## src/rtl/spi_pkg.sv

```systemverilog
// spi_pkg: shared state encoding, SPI mode constants and default widths
package spi_pkg;
    localparam int DEF_DATA_WIDTH = 8;
    localparam int DEF_NUM_SS     = 4;
    localparam int DEF_DIV_WIDTH  = 4;
    typedef logic [1:0] state_t;
    localparam state_t IDLE   = 2'd0;
    localparam state_t SETUP  = 2'd1;
    localparam state_t XFER   = 2'd2;
    localparam state_t FINISH = 2'd3;
    // {cpol, cpha}
    typedef logic [1:0] mode_t;
    localparam mode_t MODE0 = 2'b00;
    localparam mode_t MODE1 = 2'b01;
    localparam mode_t MODE2 = 2'b10;
    localparam mode_t MODE3 = 2'b11;
endpackage

```

## src/rtl/spi_clkgen.sv

```systemverilog
// spi_clkgen: half-period tick generator with SCK edge parity and edge count
module spi_clkgen #(
    parameter int DIV_WIDTH = 4,
    parameter int CNT_WIDTH = 5
) (
    input  logic                 clk,
    input  logic                 rst_n,
    input  logic                 clr,
    input  logic                 en,
    input  logic [DIV_WIDTH-1:0] div,
    input  logic [CNT_WIDTH-1:0] edges,
    output logic                 tick,
    output logic                 leading,
    output logic                 edges_done
);
    logic [DIV_WIDTH-1:0] cnt;
    logic [CNT_WIDTH-1:0] num;
    assign tick = en && cnt == div;
    // the tick about to happen is odd-numbered while the count so far is even
    assign leading = ~num[0];
    assign edges_done = num >= edges;
    always_ff @(posedge clk or negedge rst_n) begin
        if (!rst_n) begin
            cnt <= '0;
            num <= '0;
        end else if (clr) begin
            cnt <= '0;
            num <= '0;
        end else if (en) begin
            cnt <= tick ? '0 : cnt + DIV_WIDTH'(1);
            num <= num + CNT_WIDTH'(tick);
        end
    end
endmodule

```

## src/rtl/spi_master_multi.sv

```systemverilog
// spi_master_multi: multi-slave, four-mode SPI master with variable frame length and SS hold
module spi_master_multi import spi_pkg::*; #(
    parameter int DATA_WIDTH = DEF_DATA_WIDTH,
    parameter int NUM_SS     = DEF_NUM_SS,
    parameter int DIV_WIDTH  = DEF_DIV_WIDTH,
    localparam int SEL_WIDTH = NUM_SS > 1 ? $clog2(NUM_SS) : 1,
    localparam int LEN_WIDTH = $clog2(DATA_WIDTH + 1),
    localparam int CNT_WIDTH = $clog2(2 * DATA_WIDTH + 3)
) (
    input  logic                  spi_clk_i,
    input  logic                  spi_rst_i,
    input  logic                  spi_start_i,
    input  logic [SEL_WIDTH-1:0]  spi_ss_sel_i,
    input  logic                  spi_cpol_i,
    input  logic                  spi_cpha_i,
    input  logic                  spi_msbfirst_i,
    input  logic [DIV_WIDTH-1:0]  spi_div_i,
    input  logic [LEN_WIDTH-1:0]  spi_len_i,
    input  logic                  spi_hold_i,
    input  logic [DATA_WIDTH-1:0] spi_data_i,
    output logic [DATA_WIDTH-1:0] spi_data_o,
    output logic                  spi_busy_o,
    output logic                  spi_done_o,
    input  logic                  MISO,
    output logic                  MOSI,
    output logic                  SCK_SPI,
    output logic [NUM_SS-1:0]     SS
);
    localparam logic [LEN_WIDTH-1:0] FULL = LEN_WIDTH'(DATA_WIDTH);

    state_t                state;
    mode_t                 mode;
    logic                  msb, hold, cpol, cpha;
    logic [DIV_WIDTH-1:0]  div;
    logic [LEN_WIDTH-1:0]  len, len_in, tx_pos, rx_pos;
    logic [DATA_WIDTH-1:0] tx, rx, data;
    logic [NUM_SS-1:0]     ss;
    logic                  sck, mosi, busy, done;
    logic                  start, tick, leading, edges_done, sck_edge, sample, shift;

    // bit k of the frame in transmit order
    function automatic logic pick(input logic [DATA_WIDTH-1:0] w, input logic m,
                                  input logic [LEN_WIDTH-1:0] n, input logic [LEN_WIDTH-1:0] k);
        logic [DATA_WIDTH-1:0] s;
        s = w >> (m ? n - k - LEN_WIDTH'(1) : k);
        return s[0];
    endfunction

    assign start    = state == IDLE && spi_start_i;
    assign len_in   = (spi_len_i == '0 || spi_len_i > FULL) ? FULL : spi_len_i;
    assign cpha     = mode == MODE1 || mode == MODE3;
    assign cpol     = mode == MODE2 || mode == MODE3;
    assign sck_edge = tick && state != FINISH && !edges_done;
    assign sample   = sck_edge && (leading ^ cpha);
    assign shift    = sck_edge && !(leading ^ cpha) && tx_pos < len;

    spi_clkgen #(.DIV_WIDTH(DIV_WIDTH), .CNT_WIDTH(CNT_WIDTH)) u_clkgen (
        .clk        (spi_clk_i),
        .rst_n      (spi_rst_i),
        .clr        (start),
        .en         (state != IDLE),
        .div        (div),
        .edges      (CNT_WIDTH'({len, 1'b0})),
        .tick       (tick),
        .leading    (leading),
        .edges_done (edges_done)
    );

    always_ff @(posedge spi_clk_i or negedge spi_rst_i) begin
        if (!spi_rst_i) begin
            state  <= IDLE;
            mode   <= MODE0;
            msb    <= 1'b0;
            hold   <= 1'b0;
            div    <= '0;
            len    <= '0;
            tx     <= '0;
            rx     <= '0;
            data   <= '0;
            tx_pos <= '0;
            rx_pos <= '0;
            ss     <= '1;
            sck    <= 1'b0;
            mosi   <= 1'b0;
            busy   <= 1'b0;
            done   <= 1'b0;
        end else begin
            done <= 1'b0;
            if (start) begin
                state  <= SETUP;
                mode   <= {spi_cpol_i, spi_cpha_i};
                msb    <= spi_msbfirst_i;
                hold   <= spi_hold_i;
                div    <= spi_div_i;
                len    <= len_in;
                tx     <= spi_data_i;
                rx     <= '0;
                rx_pos <= '0;
                tx_pos <= spi_cpha_i ? '0 : LEN_WIDTH'(1);
                busy   <= 1'b1;
                ss     <= ~(NUM_SS'(1) << spi_ss_sel_i);
                sck    <= spi_cpol_i;
                if (!spi_cpha_i)
                    mosi <= pick(spi_data_i, spi_msbfirst_i, len_in, '0);
            end else if (tick) begin
                if (state == SETUP)
                    state <= XFER;
                else if (state == XFER && edges_done) begin
                    state <= FINISH;
                    sck   <= cpol;
                end else if (state == FINISH) begin
                    state <= IDLE;
                    busy  <= 1'b0;
                    done  <= 1'b1;
                    data  <= rx;
                    if (!hold)
                        ss <= '1;
                end
            end
            if (sck_edge)
                sck <= ~sck;
            if (sample) begin
                rx     <= msb ? {rx[DATA_WIDTH-2:0], MISO} : rx | (DATA_WIDTH'(MISO) << rx_pos);
                rx_pos <= rx_pos + LEN_WIDTH'(1);
            end
            if (shift) begin
                mosi   <= pick(tx, msb, len, tx_pos);
                tx_pos <= tx_pos + LEN_WIDTH'(1);
            end
        end
    end

    assign spi_data_o = data;
    assign spi_busy_o = busy;
    assign spi_done_o = done;
    assign MOSI       = mosi;
    assign SCK_SPI    = sck;
    assign SS         = ss;
endmodule
```

## config.mk

```make
export PLATFORM = sky130hd
export DESIGN_NAME = spi_master_multi
export DESIGN_NICKNAME = d
export VERILOG_FILES = /design/src/rtl/spi_pkg.sv /design/src/rtl/spi_clkgen.sv /design/src/rtl/spi_master_multi.sv
export SDC_FILE = /design/constraint.sdc
export NUM_CORES = 1
export LEC_CHECK = 0
export CORE_MARGIN = 2
export CORE_UTILIZATION = 55
export CTS_BUF_LIST = sky130_fd_sc_hd__clkbuf_8
export CTS_CLUSTER_SIZE = 20
export DETAILED_ROUTE_END_ITERATION = 10
export PLACE_DENSITY = 0.84
export SETUP_SLACK_MARGIN = 0.1
export SYNTH_ARGS = -nofsm -noshare
export SYNTH_HDL_FRONTEND = slang
export SYNTH_HIERARCHICAL = 1
export SYNTH_SLANG_ARGS = --single-unit
```

## constraint.sdc

```tcl
create_clock -name spi_clk_i -period 5.5 [get_ports spi_clk_i]
set_clock_uncertainty 0.05 [all_clocks]
set_input_delay 0.825 -clock spi_clk_i [delete_from_list [all_inputs] [get_ports spi_clk_i]]
set_output_delay 0.825 -clock spi_clk_i [all_outputs]
set_load 0.01 [all_outputs]
```

# Word-level counts from Yosys, hierarchy flattened
# Index checks and enable logic that the tools add are counted.
[totals] input_bits=26 output_inout_bits=16 word_cells=128 register_bits=63
[op_classes] order_cmp=3 n_addsub=7 bitwise=8 mux=45 shifts=4 n_reduce_logical=30 eq_ne=13
[ops] operator="$mux 4" n=16
[ops] operator="$mux 8" n=3
[ops] operator="$mux 1" n=19
[ops] operator="$shr 8x4->1" n=2
[ops] operator="$add 4x1->4 const B" n=3
[ops] operator="$reduce_bool 2->1" n=6
[ops] operator="$mux 2" n=5
[ops] operator="$mux 5" n=2
[ops] operator="$reduce_and 5->1" n=2
[ops] operator="$eq 2x2->1 const B" n=4
[ops] operator="$logic_and 1x1->1" n=8
[ops] operator="$or 8x8->8" n=1
[ops] operator="$shl 1x4->8" n=1
[ops] operator="$sub 4x1->4 const B" n=2
[ops] operator="$ne 2x2->1 const B" n=3
[ops] operator="$reduce_bool 3->1" n=2
[ops] operator="$add 5x1->5" n=1
[ops] operator="$ge 5x5->1" n=1
[ops] operator="$not 1->1" n=5
[ops] operator="$eq 2x1->1 const B" n=2
[ops] operator="$eq 4x4->1" n=1
[ops] operator="$gt 4x4->1 const B" n=1
[ops] operator="$logic_not 4->1" n=1
[ops] operator="$lt 4x4->1" n=1
[ops] operator="13 further kinds" n=18

# Depth between registers and ports, before layout
[logic_depth] depth_word=9 mapped_depth=10 depth_no_buf=10

# Modules after synthesis
# The synthesis kept the hierarchy.
[modules_own_cells] mod="spi_master_multi" seq_area_each_um2=1356.3 cells_each=296 n_inst=1 area_per_inst_um2=2857.7
[modules_own_cells] mod="spi_clkgen" seq_area_each_um2=225.2 cells_each=61 n_inst=1 area_per_inst_um2=611.8

# Least setup slack after synthesis
# No wires, ideal clock.
[synth_path] path_type="register to register" start="reg div[3]" end="reg tx_pos[2]" n_path_buf=0 synth_period_minus_slack_ns=2.491 stages_incl_launch_ff=9 arrival_ns=2.365 t_required_ns=5.374 setup_time_ns=0.076 slack_ns=3.009 cell_sequence="dfrtp_1 > xor2_1 > nor4_2 > and2_1 > nand2b_1 > a21o_2 > a311oi_4 > mux2_1 > o21ai_1"
[synth_via] elab_chain_cells=7 elab_cells_between_ends=8 cone_classes="1 x eq/ne; 1 x mux; 6 x reduce/logical"
[synth_rtl] item="start, declared" line="spi_master_multi.sv:34" text="logic [DIV_WIDTH-1:0] div;"
[synth_rtl] item="start signal, assigned" line="spi_master_multi.sv:94" text="div <= spi_div_i;"
[synth_rtl] item="$eq 4x4->1 *" line="spi_clkgen.sv:18" text="assign tick = en && cnt == div;"
[synth_rtl] item="$logic_and 1x1->1 *" line="spi_clkgen.sv:18"
[synth_rtl] item="named net tick" line="spi_master_multi.sv:39" text="logic start, tick, leading, edges_done, sck_edge, sample, shift;"
[synth_rtl] item="$logic_and 1x1->1 * (2 in series)" line="spi_master_multi.sv:53" text="assign sck_edge = tick && state != FINISH && !edges_done;"
[synth_rtl] item="$logic_and 1x1->1 * (2 in series)" line="spi_master_multi.sv:55" text="assign shift = sck_edge && !(leading ^ cpha) && tx_pos < len;"
[synth_rtl] item="$mux 4 or $reduce_bool 2->1 (tied branches)"
[synth_rtl] item="end signal, assigned" line="spi_master_multi.sv:99" text="tx_pos <= spi_cpha_i ? '0 : LEN_WIDTH'(1);"
[synth_rtl] item="end signal, assigned" line="spi_master_multi.sv:128" text="tx_pos <= tx_pos + LEN_WIDTH'(1);"
[synth_rtl] item="end, declared" line="spi_master_multi.sv:35" text="logic [LEN_WIDTH-1:0] len, len_in, tx_pos, rx_pos;"
# The timed path passes the listed nets; every way through them passes the cells marked *.
# A chain may end at the register's enable or synchronous reset.

# Worst setup path in the final report
[layout_path] start="in spi_start_i" end="reg rx[5]"
[layout_via] elab_chain_cells=2
[layout_rtl] item="start, declared" line="spi_master_multi.sv:12" text="input logic spi_start_i,"
[layout_rtl] item="$logic_and 1x1->1" line="spi_master_multi.sv:49" text="assign start = state == IDLE && spi_start_i;"
[layout_rtl] item="$reduce_bool 2->1 (no source line)"
[layout_rtl] item="end signal, assigned" line="spi_master_multi.sv:123" text="rx <= msb ? {rx[DATA_WIDTH-2:0], MISO} : rx | (DATA_WIDTH'(MISO) << rx_pos);"
[layout_rtl] item="end, declared" line="spi_master_multi.sv:36" text="logic [DATA_WIDTH-1:0] tx, rx, data;"
# Every way passes these cells.

==> flow_metrics.env <==
export IMPL_status="finished, final reports clean"
export IMPL_antennaDiodeCount=0
export IMPL_clk_latency_ns=0.35
export IMPL_ys_seq_elements=63
export IMPL_wl_um=6850
export IMPL_cp_arrival_ns=3.36
export IMPL_nNetsFinal=441
export IMPL_wl_per_cell_um=14.4
export IMPL_switching_share_pct=38.7
export IMPL_h_tree_depth=3
export IMPL_synth_simple_area_share_pct=19.1
export IMPL_max_freq_mhz=316
export IMPL_synthCells=357
export IMPL_cts_resized=0
export IMPL_io_buffers=41
export IMPL_slew_headroom_pct=38.9
export IMPL_p_comb_share_pct=41.8
export IMPL_whs_ns=0.430
export IMPL_antenna_found_initial=0
export IMPL_p_leak_nw=1.91
export IMPL_post_cts_setup_buffers=0
export IMPL_synthArstFlopShare_pct=100
export IMPL_cpLargestDelayFamily="buffers and inverters"
export IMPL_grt_pass1_wl_um=11800
export IMPL_critPathKind="input port to flop"
export IMPL_ioPinCount=42
export IMPL_period_share_pct=57.5
export IMPL_vias_per_cell=5.58
export IMPL_synth_compound_area_share_pct=13.3
export IMPL_p_per_area_mw_per_mm2=510
export IMPL_pwr_share_clk_pct=18.9
export IMPL_drtIter0Drc=118
export IMPL_setup_tns_final_ns=0
export IMPL_drcViolationCount=0
export IMPL_yosysSeqAreaShare_pct=45.6
export IMPL_worstMarginPinSlew_ns=0.916
export IMPL_dr_pass1_iters=5
export IMPL_synth_area_mm2=0.00347
export IMPL_min_to="spi_data_o[0]$_DFFE_PN0P_"
export IMPL_syn_nets=402
export IMPL_grt_use_total_pct=21.0
export IMPL_power_total_mw=2.09
export IMPL_synthXorXnorAreaFrac_pct=4.04
export IMPL_crit_buf_inv=2
export IMPL_end_kind="flop"
export IMPL_grt_max_degree=64
export IMPL_design_area_mm2=0.00409
export IMPL_grt_pass1_vias=2656
export IMPL_crit_chain="clkdlybuf4s50_1, or3b_1, inv_2, nand2_1, o21ai_1, nor2_1"
export IMPL_fin_crit_ns=3.16
export IMPL_synth_warnings=6
export IMPL_synth_edf_count=0
export IMPL_grt_remaining_overflow=0
export IMPL_fin_util_pct=67.9
export IMPL_ys_dominant_reg_cell="dfrtp_1"
export IMPL_muxShareOfSynthArea_pct=6.24
export IMPL_peakVddDrop_mv=0.272
export IMPL_slowest_delay_ns=0.74
export IMPL_timing_rr_end="rx[6]$_DFFE_PN0P_"
export IMPL_finalSetupViolCount=0
export IMPL_via_count=2654
export IMPL_cpMaxStageDelayCell="or3b_1"
export IMPL_clkSinkCount=63
export IMPL_cts_root_buffer="clkbuf_8"
export IMPL_p_sw_uw=807
export IMPL_clk_pin_slew_ns=0.07
export IMPL_p_int_mw=1.28
export IMPL_gp_congestion=0.790
export IMPL_die_area_mm2=0.00696
export IMPL_min_path_type="flop to flop"
export IMPL_r2r_start="u_clkgen/cnt[1]$_DFFE_PN0P_"
export IMPL_core_area_mm2=0.00603
export IMPL_area_growth_pct=17.9
export IMPL_placed_cell_area_mm2=0.00390
export IMPL_synth_fa_ha_area_share_pct=7.07
export IMPL_cts_tree="done"
export IMPL_ys_types=59
export IMPL_ctsHoldBuffers=0
export IMPL_drive_above_1_share_pct=11.0
export IMPL_drtAntennaViolNets=0
export IMPL_cap_violations=0
export IMPL_r2r_cells=8
export IMPL_required_ns=5.70
export IMPL_clk_path_buf_depth=2
export IMPL_start_util_pct=57.6
export IMPL_rows=28
export IMPL_critical_path_max_fanout=41
export IMPL_place_hpwl_um=4730
export IMPL_avgSynthCellArea_um2=9.72
export IMPL_cts_buffers_inserted=9
export IMPL_synth_top_family_by_area="simple AND/OR/NAND/NOR gates"
export IMPL_die_h_um=83.4
export IMPL_min_from="spi_data_o[0]$_DFFE_PN0P_"
export IMPL_hold_viol=0
export IMPL_setup_worst_path_start_class="input port"
export IMPL_rsz0062_at_grt="false"
export IMPL_rrSetupSlack_ns=2.39
export IMPL_whs_path_depth=2
export IMPL_sequentialPowerShare_pct=39.3
export IMPL_die_w_um=83.4
export IMPL_slew_viol_final=0
## per-stage QoR
step | std cells | setup WS [ns]
after floorplan | 357 | 3.01
after global placement | 460 | 2.10
after detailed placement | 460 | 1.99
after CTS | 476 | 2.36
after global routing | 476 | 2.10
final | 476 | 2.34
## power groups by stage
stage	logic (mW)	clock network (mW)	registers [mW]
5_1_grt	0.977	0.416	0.849
6_report	0.872	0.394	0.820
3_3_place_gp	0.826	0	0.817
2_1_floorplan	0.669	0	0.776
3_5_place_dp	0.864	0	0.824
4_1_cts	0.875	0.400	0.818
## layout make-up
| cell class | instances | area, um^2 |
|---|---|---|
| clock buffer | 10 | 138 |
| clock inverter | 6 | 55.1 |
| fill | 462 | 1930 |
| inverter | 21 | 78.8 |
| multi-input combinational | 259 | 1730 |
| sequential | 63 | 1580 |
| tap | 75 | 93.8 |
| timing repair buffer | 42 | 413 |
## per-layer routing
metal,vias up,global-route usage [%],wire length [um],share of wire [%]
met5,-,0,0,0
li1,1307,-,-,-
met4,0,9.09,152,2.2
met3,14,5.27,253,3.7
met1,1281,26.6,3240,47
met2,52,34.2,3210,47
## cell usage after synthesis (6+ instances only)
library cell	instances	share of area [%]
clkbuf_1	6	0.65
nand2_1	73	7.9
mux2i_1	6	1.7
nand2b_1	8	1.4
o21bai_1	6	1.3
mux2_2	7	2.3
ha_1	18	6.5
xor2_1	8	2.0
nor3_1	9	1.3
nor2_1	18	1.9
dfrtp_1	59	43
a21oi_1	13	1.9
o21ai_0	25	3.6
inv_1	20	2.2
nand3_1	7	1.0
## worst reg2reg max path: stages, from the launching register on
cell      delay [ns]
dfrtp_1         0.43
xor2_1          0.18
nor4_2          0.50
and2_1          0.33
nand2b_1        0.14
a211oi_2        0.74
nand2_1         0.33
o21ai_0         0.25
nor2_1          0.06
## cell usage in the layout, fill, tap and decap left out, drive strengths merged, types with 2 or more instances in the layout
cell and instances:
nor3 9, nand3 7, mux2i 7, ha 18
nand2 74, and2 2, xor2 8, dfrtp 59
mux4 2, or3b 5, o31ai 4, a21o 2
o21ai 28, o21bai 6, nand4 3, a21oi 13
xnor2 5, nor4 2, buf 2, a31oi 5
clkdlybuf4s50 40, nand3b 2, dfstp 4, clkinv 2
mux2 8, clkbuf 10, nor2 18, a211oi 3
o22ai 2, nand2b 8, inv 24
## cells by family (layout without fill, tap and decap cells)
kind of cell / count (synthesis) / after routing
xor gates and xnor gates: 13 / 13
and+or+nand+nor: 138 / 138
muxes: 17 / 17
AOI/OAI and AO/OA: 71 / 71
DFF: 63 / 63
other: 1 / 1
adders and majority gates: 19 / 19
buffers and inverters: 35 / 79
## state kept, by name (all words and copies together), names as in the netlist
register	flops
rx	8
MOSI	1
SS	4
msb	1
state	2
hold	1
SCK_SPI	1
rx_pos	4
tx	8
spi_data_o	8
tx_pos	4
div	4
u_clkgen/num	5
spi_busy_o	1
u_clkgen/cnt	4
mode	2
len	4
spi_done_o	1
## how the worst max path moves through the flow
stage,startpoint,endpoint,slack (ns),depth (start not counted)
floorplan,div[3]$_DFFE_PN0P_,tx_pos[2]$_DFFE_PN0P_,3.01,8
CTS,spi_start_i,rx[5]$_DFFE_PN0P_,2.36,6
detailed placement,spi_start_i,rx[5]$_DFFE_PN0P_,1.99,6
finish,spi_start_i,rx[5]$_DFFE_PN0P_,2.34,6
global route,u_clkgen/cnt[1]$_DFFE_PN0P_,rx[0]$_DFFE_PN0P_,2.10,8
global placement,spi_start_i,rx[5]$_DFFE_PN0P_,2.10,6
(Power assumes the default switching activity.)
